## src/rtl/csa_sum_accumulator.sv

```systemverilog
// ---------------------------------------------------------------------------
// csa_sum_accumulator
//
// Purpose:
//   Consumes the 6-bit {cout,sum} results of the 4-operand carry-save adder
//   over a valid/ready handshake. It adds COUNT results per batch into an
//   ACC_W-bit total, which wraps modulo 2**ACC_W. The total is then presented
//   on an output valid/ready port, together with a sticky overflow flag that
//   records any carry out of the accumulator during the batch.
//
// Parameters:
//   IN_W   width of the incoming CSA result (default 6)
//   COUNT  results accumulated per batch, 1..255 (default 4)
//   ACC_W  accumulator width (default 8)
//
// Ports:
//   clk        rising-edge clock
//   rst        synchronous active-high reset
//   start      one-cycle pulse that begins a batch
//   in_valid   in_data is valid
//   in_ready   block accepts in_data this cycle (decoded from state)
//   in_data    CSA result {cout,sum}
//   out_valid  acc_out holds a completed batch total
//   out_ready  sink accepts acc_out
//   acc_out    batch total
//   frame_cnt  results accepted in the current batch
//   overflow   sticky carry out of ACC_W within this batch
//   busy       high while accumulating or holding (decoded from state)
// ---------------------------------------------------------------------------
module csa_sum_accumulator #(
  parameter int IN_W  = 6,
  parameter int COUNT = 4,
  parameter int ACC_W = 8
) (
  input  logic             clk,
  input  logic             rst,
  input  logic             start,
  input  logic             in_valid,
  output logic             in_ready,
  input  logic [IN_W-1:0]  in_data,
  output logic             out_valid,
  input  logic             out_ready,
  output logic [ACC_W-1:0] acc_out,
  output logic [7:0]       frame_cnt,
  output logic             overflow,
  output logic             busy
);

  typedef enum logic [1:0] {
    IDLE  = 2'd0,
    ACCUM = 2'd1,
    HOLD  = 2'd2
  } state_t;

  // Value frame_cnt holds when the transfer that completes the batch arrives.
  localparam logic [7:0] LAST_CNT = 8'(COUNT - 1);

  state_t           state_q, state_d;
  logic [ACC_W-1:0] acc_q, acc_d;
  logic [7:0]       cnt_q, cnt_d;
  logic             ovf_q, ovf_d;
  logic             out_valid_q, out_valid_d;

  // One bit wider than the accumulator so that the top bit is the carry out.
  logic [ACC_W:0]   in_ext;
  logic [ACC_W:0]   sum_ext;
  logic             xfer;

  assign in_ext  = (ACC_W + 1)'(in_data);
  assign sum_ext = {1'b0, acc_q} + in_ext;
  assign xfer    = in_valid && (state_q == ACCUM);

  // Next-state logic. Every register holds by default, so acc_out, overflow
  // and frame_cnt stay stable in HOLD and keep their last value in IDLE
  // until the next start clears them.
  always_comb begin
    state_d     = state_q;
    acc_d       = acc_q;
    cnt_d       = cnt_q;
    ovf_d       = ovf_q;
    out_valid_d = out_valid_q;

    unique case (state_q)
      IDLE: begin
        if (start) begin
          state_d = ACCUM;
          acc_d   = '0;
          cnt_d   = '0;
          ovf_d   = 1'b0;
        end
      end

      ACCUM: begin
        // start is deliberately ignored here; only a transfer advances.
        if (xfer) begin
          acc_d = sum_ext[ACC_W-1:0];
          ovf_d = ovf_q | sum_ext[ACC_W];
          cnt_d = cnt_q + 8'd1;
          if (cnt_q == LAST_CNT) begin
            state_d     = HOLD;
            out_valid_d = 1'b1;
          end
        end
      end

      HOLD: begin
        // start only counts when the sink takes the total in the same cycle,
        // which lets a new batch begin without an idle bubble.
        if (out_ready) begin
          out_valid_d = 1'b0;
          if (start) begin
            state_d = ACCUM;
            acc_d   = '0;
            cnt_d   = '0;
            ovf_d   = 1'b0;
          end else begin
            state_d = IDLE;
          end
        end
      end

      default: begin
        state_d     = IDLE;
        out_valid_d = 1'b0;
      end
    endcase
  end

  // State and output registers; reset discards any partial batch.
  always_ff @(posedge clk) begin
    if (rst) begin
      state_q     <= IDLE;
      acc_q       <= '0;
      cnt_q       <= '0;
      ovf_q       <= 1'b0;
      out_valid_q <= 1'b0;
    end else begin
      state_q     <= state_d;
      acc_q       <= acc_d;
      cnt_q       <= cnt_d;
      ovf_q       <= ovf_d;
      out_valid_q <= out_valid_d;
    end
  end

  assign in_ready  = (state_q == ACCUM);
  assign busy      = (state_q != IDLE);
  assign out_valid = out_valid_q;
  assign acc_out   = acc_q;
  assign frame_cnt = cnt_q;
  assign overflow  = ovf_q;

endmodule

```

## config.mk

```make
export PLATFORM = sky130hd
export DESIGN_NAME = csa_sum_accumulator
export DESIGN_NICKNAME = d
export VERILOG_FILES = /design/src/rtl/csa_sum_accumulator.sv
export SDC_FILE = /design/constraint.sdc
export NUM_CORES = 1
export LEC_CHECK = 0
export CAP_MARGIN = 20
export CELL_PAD_IN_SITES_DETAIL_PLACEMENT = 1
export CELL_PAD_IN_SITES_GLOBAL_PLACEMENT = 2
export CORE_ASPECT_RATIO = 1.5
export CORE_MARGIN = 4
export CORE_UTILIZATION = 28
export DETAILED_ROUTE_END_ITERATION = 16
export PLACE_DENSITY_LB_ADDON = 0.1
export SETUP_SLACK_MARGIN = 0.1
export SYNTH_ARGS = -nofsm -noshare
export SYNTH_HDL_FRONTEND = slang
export SYNTH_SLANG_ARGS = --single-unit
```

## constraint.sdc

```tcl
create_clock -name clk -period 3.8 [get_ports clk]
set_clock_uncertainty 0.2 [all_clocks]
set_input_delay 0.76 -clock clk [delete_from_list [all_inputs] [get_ports clk]]
set_output_delay 0.76 -clock clk [all_outputs]
set_load 0.03 [all_outputs]
```

Yosys cells after proc, flatten, opt, wreduce, memory -nomap -nowiden
Index checks and enable logic that the tools add are counted.
{ "op_classes": {"add_sub_neg": 2, "eq_ne": 7, "n_mux": 22, "n_bitwise": 2, "n_reduce_logical": 7} }
{ "ops": {"columns": ["op", "count"], "rows": [
  ["2-to-1 mux 8 bit", 6],
  ["one-hot mux 8 bit (3 select lines)", 2],
  ["adder 8 x 6 -> 9 bit", 1],
  ["adder 8 x 1 -> 8 bit, second input constant", 1],
  ["equality test 8 x 2 -> 1 bit, second input constant", 1],
  ["2-to-1 mux 2 bit", 4],
  ["AND reduction 4 bit", 2],
  ["2-to-1 mux 1 bit", 7],
  ["one-hot mux 1 bit (3 select lines)", 2],
  ["one-hot mux 2 bit (3 select lines)", 1],
  ["inequality test 2 x 1 -> 1 bit, second input constant", 2],
  ["inequality test 2 bit, second input constant", 2],
  ["AND reduction 3 bit", 1],
  ["nonzero test 3 bit", 1],
  ["equality test 2 x 1 -> 1 bit, second input constant", 1],
  ["equality test 2 bit, second input constant", 1],
  ["zero test 2 bit", 1],
  ["nonzero test 2 bit", 1],
  ["logical AND 1 bit", 1],
  ["NOT 1 bit", 1],
  ["OR 1 bit", 1]
]} }
{ "totals": {"register_bits": 20, "in_bits": 11, "out_inout_bits": 20, "word_cells": 45} }

Logic depth before layout (Yosys ltp)
Gate-level depths: netlist of run 1.
{ "logic_depth": {"word_depth": 4, "ltp_mapped": 7, "ltp_nobuf": 7} }

Worst setup path after synthesis of run 1
No wires, ideal clock.
{ "synth_timing": {"path_type": "input-to-reg", "start": "input port in_data[0]", "end": "register ovf_q, in the netlist overflow", "setup_time_ns": 0.117, "arrival_time_ns": 2.054, "required_time_ns": 3.483, "path_slack_ns": 1.429, "stages": 7, "n_path_buf": 0, "cell_sequence": "ha_1 > fa_1 > a211oi_1 > o21a_1 > nor3_1 > a31oi_1 > nor2_1"} }
{ "synth_between": {"elab_chain_len": 4} }
{ "synth_rtl": {"columns": ["element", "line_no", "source"], "rows": [
  ["start, declared", "40", "input logic [IN_W-1:0] in_data,"],
  ["adder 8 x 6 -> 9 bit", "70", "assign sum_ext = {1'b0, acc_q} + in_ext;"],
  ["OR 1 bit", "97", "ovf_d = ovf_q | sum_ext[ACC_W];"],
  ["2-to-1 mux 1 bit", "95", "if (xfer) begin"],
  ["one-hot mux 1 bit (3 select lines)", "83", "unique case (state_q)"],
  ["end signal, assigned", "141", "ovf_q <= ovf_d;"],
  ["end, declared", "61", "logic ovf_q, ovf_d;"]
]} }
Every way passes these cells. The select of a mux whose other input is x is not followed.
A chain may end at the register's enable or synchronous reset.

Worst setup path after layout of run 1
Ends and elaborated chain as after synthesis.

==> flow_metrics.tcl, run 1 <==
set metrics [dict create \
    status "completed" \
    clock-sinks 20 \
    fmax_mhz 376 \
    ys_types 37 \
    switching_share_pct 26.4 \
    fillers 445 \
    rows 27 \
    slew_headroom_pct 66.7 \
    detail-route-antenna-nets 0 \
    cts_tree "yes" \
    min_period_ns 2.66 \
    power.share.clock_pct 35.7 \
    clk_pin_slew_ns 0.08 \
    register_area_um2 400 \
    slew_violations 0 \
    hold_viol_final 0 \
    r2r_cells 7 \
    p_seq_share_pct 46.9 \
    syn_area_um2 1050 \
    synth_nets 143 \
    reg2reg_slack_ns 1.74 \
    dr_total_vias 1027 \
    internal-power_uw 342 \
    port_buffers 30 \
    fin_util_pct 40.0 \
    worstSetupPathType "in -> reg" \
    required_ns 3.76 \
    async_reset_ff_share_pct 0 \
    clk_path_buf_depth 2 \
    ctsHoldBuffers 0 \
    layout-area-overhead-vs-synth_pct 38.7 \
    hold_depth 2 \
    io_pins 31 \
    powerDensity_nw_per_um2 319 \
    cp_top_family "adder cells" \
    postCtsSetupBuffers 0 \
    die_h_um 83.0 \
    critPathLaunchType "input pin" \
    die_w_um 58.0 \
    insertion_delay_ns 0.26 \
    remaining_drc_errors 0 \
    finalSetupViolCount 0 \
    yosysTopAreaCell "dfxtp_1" \
    synthFlopType "dfxtp_1" \
    gp_congestion 0.800 \
    fin_nets 176 \
    yosysSeqAreaShare_pct 38.1 \
    cts_buffers 3 \
    cp.arrival_ns 2.62 \
    synth_seq_cells 20 \
    drtPass1Iterations 4 \
    antenna_found_initial 0 \
    wl_per_cell_um 14.1 \
    grt_pass1_vias 1089 \
    cts_resized 0 \
    end_kind "register" \
    drt-total-wl_um 2810 \
    ys_warn_count 0 \
    initial_utilization_pct 28.8 \
    tns_ns 0 \
    drive_gt1_share_pct 5.13 \
    switchingPower_uw 122 \
    dpl.hpwl_um 2190 \
    slowest_stage "fa_1" \
    syn_area_per_cell_um2 8.48 \
    grt_max_degree 14 \
    p_leak_uw 0.000546 \
    hold_path.class "reg -> reg" \
    grt.overflow.total 0 \
    cp_max_fo 3 \
    synth_edf_count 0 \
    core-area_um2 3650 \
    critical_path_depth 8 \
    track_usage_pct 12.9 \
    grt_pass1_wl_um 5000 \
    critPathMaxStageDelay_ns 0.44 \
    htree_levels 1 \
    min_period_over_period_pct 69.9 \
    cp_cell_sequence "clkdlybuf4s50_1 -> ha_1 -> fa_1 -> a211oi_1 -> o21a_1 -> nor3_1 -> a31oi_1 -> nor2_1" \
    netlist.area_leader.share_pct 38.1 \
    drt-initial-drc-count 27 \
    crit_buf_inv 1 \
    avgViaCountPerCell 5.16 \
    rsz0062_at_grt "false" \
    combPwrFrac_pct 17.4 \
    yosys-top-cells-area "dfxtp_1, ha_1, nor2_1, a21oi_1, xor2_1" \
    die-area_um2 4820 \
    maxCapViolCount 0 \
    netlist_instances 124 \
    synthTopCellsByCount "dfxtp_1, nor2_1, nand2_1" \
    worst_slew_pin_slew_ns 0.498 \
    clockRootBuffer "clkbuf_8" \
    worst_ir_drop_vdd_mv 0.122 \
    diodes 0 \
    multiInputGateArea_um2 633 \
]
[power groups by stage]
stage / clock (µW) / sequential (µW) / combinational (µW)
6_report: 166 / 218 / 80.8
5_1_grt: 184 / 219 / 89.9
4_1_cts: 176 / 218 / 82.6
3_5_place_dp: 0 / 223 / 81.6
3_3_place_gp: 0 / 223 / 81.5
2_1_floorplan: 0 / 228 / 41.2
[per-stage QoR]
stage / setup slack, ns / instances / hold slack [ns] / power [µW] / instance area [µm²]
finish: 1.14 / 199 / 0.267 / 464 / 1460
global route: 0.993 / 199 / 0.301 / 493 / 1460
CTS: 1.14 / 199 / 0.277 / 477 / 1460
detailed placement: 0.885 / 195 / 0.262 / 305 / 1400
global placement: 0.912 / 195 / 0.252 / 304 / 1400
floorplan: 1.43 / 124 / 0.265 / 270 / 1050
[final cells by class]
cell class	count	area share, %
Clock buffer	4	3.78
Sequential cell	20	27.5
Timing Repair Buffer	32	21.6
Tap cell	43	3.69
Multi-Input combinational cell	100	43.4
[registers in the layout, summed over array words and instances, names as in the netlist]
| name | flops |
|---|---|
| state_q | 2 |
| out_valid | 1 |
| frame_cnt | 8 |
| acc_out | 8 |
| overflow | 1 |
[worst register-to-register path, cell delays in order, from the launching register on]
cell and delay [ns]:
dfxtp_1 0.33, ha_1 0.22, fa_1 0.44, a211oi_1 0.31, o21a_1 0.18, nor3_1 0.06, a31oi_1 0.17, nor2_1 0.05
[cells in the final DEF, fill, tap and decap left out, drive strengths merged]
cell type,n
or2,2
o21bai,1
nor4,1
nor3,3
buf,2
ha,7
nand3,2
o21ai,6
nand4,2
a31oi,1
clkbuf,4
or3,2
a21o,2
nor2b,2
and2,1
xor2,5
nor4bb,1
fa,1
o31ai,1
a22oi,3
nand3b,1
clkdlybuf4s50,30
a211o,2
a211oi,2
nor2,20
or4,1
o21a,2
and3,2
a21oi,9
dfxtp,20
o32ai,1
nand2,11
o211ai,2
xnor2,3
nand2b,1
[per-layer routing]
layer	global-route usage [%]	routed length [µm]	vias up
met5	0	0	-
met4	5.70	53	0
met3	2.49	124	6
met2	20.8	1340	25
met1	16.2	1290	487
li1	-	-	509
[kinds of logic (layout without fill, tap and decap cells)]
family                     count (synthesis)  after routing  share of synthesized area, %
xor gates and xnor gates                   8              8                          6.67
adders and majority gates                  8              8                          10.2
and+or+nand+nor                           52             52                          23.8
buffers and inverters                      4             36                          1.67
AOI/OAI and AO/OA                         32             32                          19.5
DFF                                       20             20                          38.1
[worst paths after layout]
| kind | from | endpoint |
|---|---|---|
| worst max-delay path | in_data[0] | overflow |
| worst min-delay path | out_valid | out_valid |
| worst max register to register | acc_out[0] | overflow |
| worst min register to register | out_valid | out_valid |
Note: power is estimated with default switching activity, not from simulation.
==> inputs of run 2 (changes only) <==
- CORE_UTILIZATION: 28 -> 24
- clock period: 3.8 -> 2.2 ns (I/O delays scaled with it)
==> flow_metrics.tcl, run 2 (synthesized netlist as in run 1, its figures left out) <==
set metrics [dict create \
    placed_cells 220 \
    hold_viol_final 0 \
    layout.cells.most_common "buf_4" \
    clockRootBuffer "clkbuf_8" \
    rows 29 \
    clk_pin_slew_ns 0.08 \
    layout-area-overhead-vs-synth_pct 62.9 \
    worst_slew_pin_slew_ns 0.414 \
    final_cell_mix "buf_4, nor2_1, dfxtp_1, clkdlybuf4s50_1, nand2_1" \
    pre_cts_slack_ns -0.371 \
    min_period_ns 2.04 \
    die-area_um2 5520 \
    ctsHoldBuffers 0 \
    status "completed" \
    maxCapViolCount 0 \
    diodes 0 \
    initial_utilization_pct 24.8 \
    insertion_delay_ns 0.26 \
    drive_gt1_share_pct 24.0 \
    fin_util_pct 40.3 \
    grt_pass1_wl_um 5400 \
    min_period_over_period_pct 92.9 \
    detail-route-antenna-nets 0 \
    finalSetupViolCount 0 \
    cp_max_fo 2 \
    grt.overflow.total 0 \
    required_ns 2.20 \
    grt_max_degree 13 \
    track_usage_pct 12.5 \
    drt-total-wl_um 3190 \
    cts_buffers 3 \
    worstSetupPathType "in -> reg" \
    htree_levels 1 \
    fillers 500 \
    fmax_mhz 489 \
    worst_ir_drop_vdd_mv 0.275 \
    avgViaCountPerCell 4.97 \
    fin_nets 199 \
    wl_per_cell_um 14.2 \
    clk_path_buf_depth 2 \
    end_kind "register" \
    remaining_drc_errors 0 \
    cp.arrival_ns 2.05 \
    critPathLaunchType "input pin" \
    dr_total_vias 1119 \
    drt-initial-drc-count 33 \
    rsz0062_at_grt "false" \
    hold_path.class "reg -> reg" \
    final_cells 225 \
    antenna_found_initial 0 \
    grt_pass1_vias 1206 \
    dpl.hpwl_um 2500 \
    die_w_um 62.0 \
    slew_violations 0 \
    die_h_um 89.1 \
    slew_headroom_pct 72.4 \
    gp_congestion 0.763 \
    powerDensity_nw_per_um2 499 \
    cts_tree "yes" \
    core-area_um2 4250 \
    port_buffers 30 \
    p_leak_uw 0.000738 \
    tns_ns 0 \
    clock-sinks 20 \
    io_pins 31 \
    fin_ws_ns 0.155 \
    drtPass1Iterations 3 \
]
run 2: changes by cell type in the layout (fill, tap and decap cells not counted), sizes merged:
cell | before | now
clkdlybuf4s50 | 30 | 20
dlygate4sd2 | 0 | 6
dlymetal6s2s | 0 | 4
buf | 2 | 25
run 2: cell type report:
cell class / count / area [µm²] / share of cell area [%]
clock buffer: 4 / 55.1 / 3.22
tap: 46 / 57.6 / 3.36
timing repair buffer: 55 / 490 / 28.7
sequential: 20 / 400 / 23.4
multi-input combinational: 100 / 708 / 41.4
run 2: critical path, cell delays in order:
cell,delay [ns]
clkdlybuf4s50_1,0.46
nand2b_1,0.07
o21a_1,0.21
or3_4,0.39
or4_1,0.40
o21ai_1,0.08
run 2: repair_timing:
item | in CTS | in global routing
setup endpoints to repair | 7 | 5
pin swaps | 8 | 2
buffers inserted | 1 | 0
gates resized for setup | 14 | 8
endpoints found under the hold margin | 0 | 0
run 2: metrics by stage:
step           area [µm²]  hold slack (ns)  total power, µW
2_1_floorplan        1050            0.265              466
3_3_place_gp         1570            0.245              564
3_5_place_dp         1570            0.263              565
4_1_cts              1680            0.274              867
5_1_grt              1710            0.297              908
6_report             1710            0.269              854
run 2: report_power, final:
group	leakage [µW]	switching [µW]	internal, µW
combinational	0.000548	91.5	95.8
sequential	0.000162	8.68	369
clock	0.0000288	130	159
total	0.000738	230	624
run 2: metal layers:
metal	global-route usage, %	up-vias	share of wire, %
met5	0	-	0
met3	2.60	2	4.9
met4	2.90	0	0.69
met1	15.8	541	45
li1	-	552	-
met2	21.2	24	49
run 2: final timing paths:
kind | startpoint | to | slack (ns) | depth (start not counted)
max | start | acc_out[7] | 0.16 | 6
min | out_valid | out_valid | 0.27 | 2
max reg2reg | acc_out[0] | overflow | 0.26 | 7
min reg2reg | out_valid | out_valid | 0.27 | 2
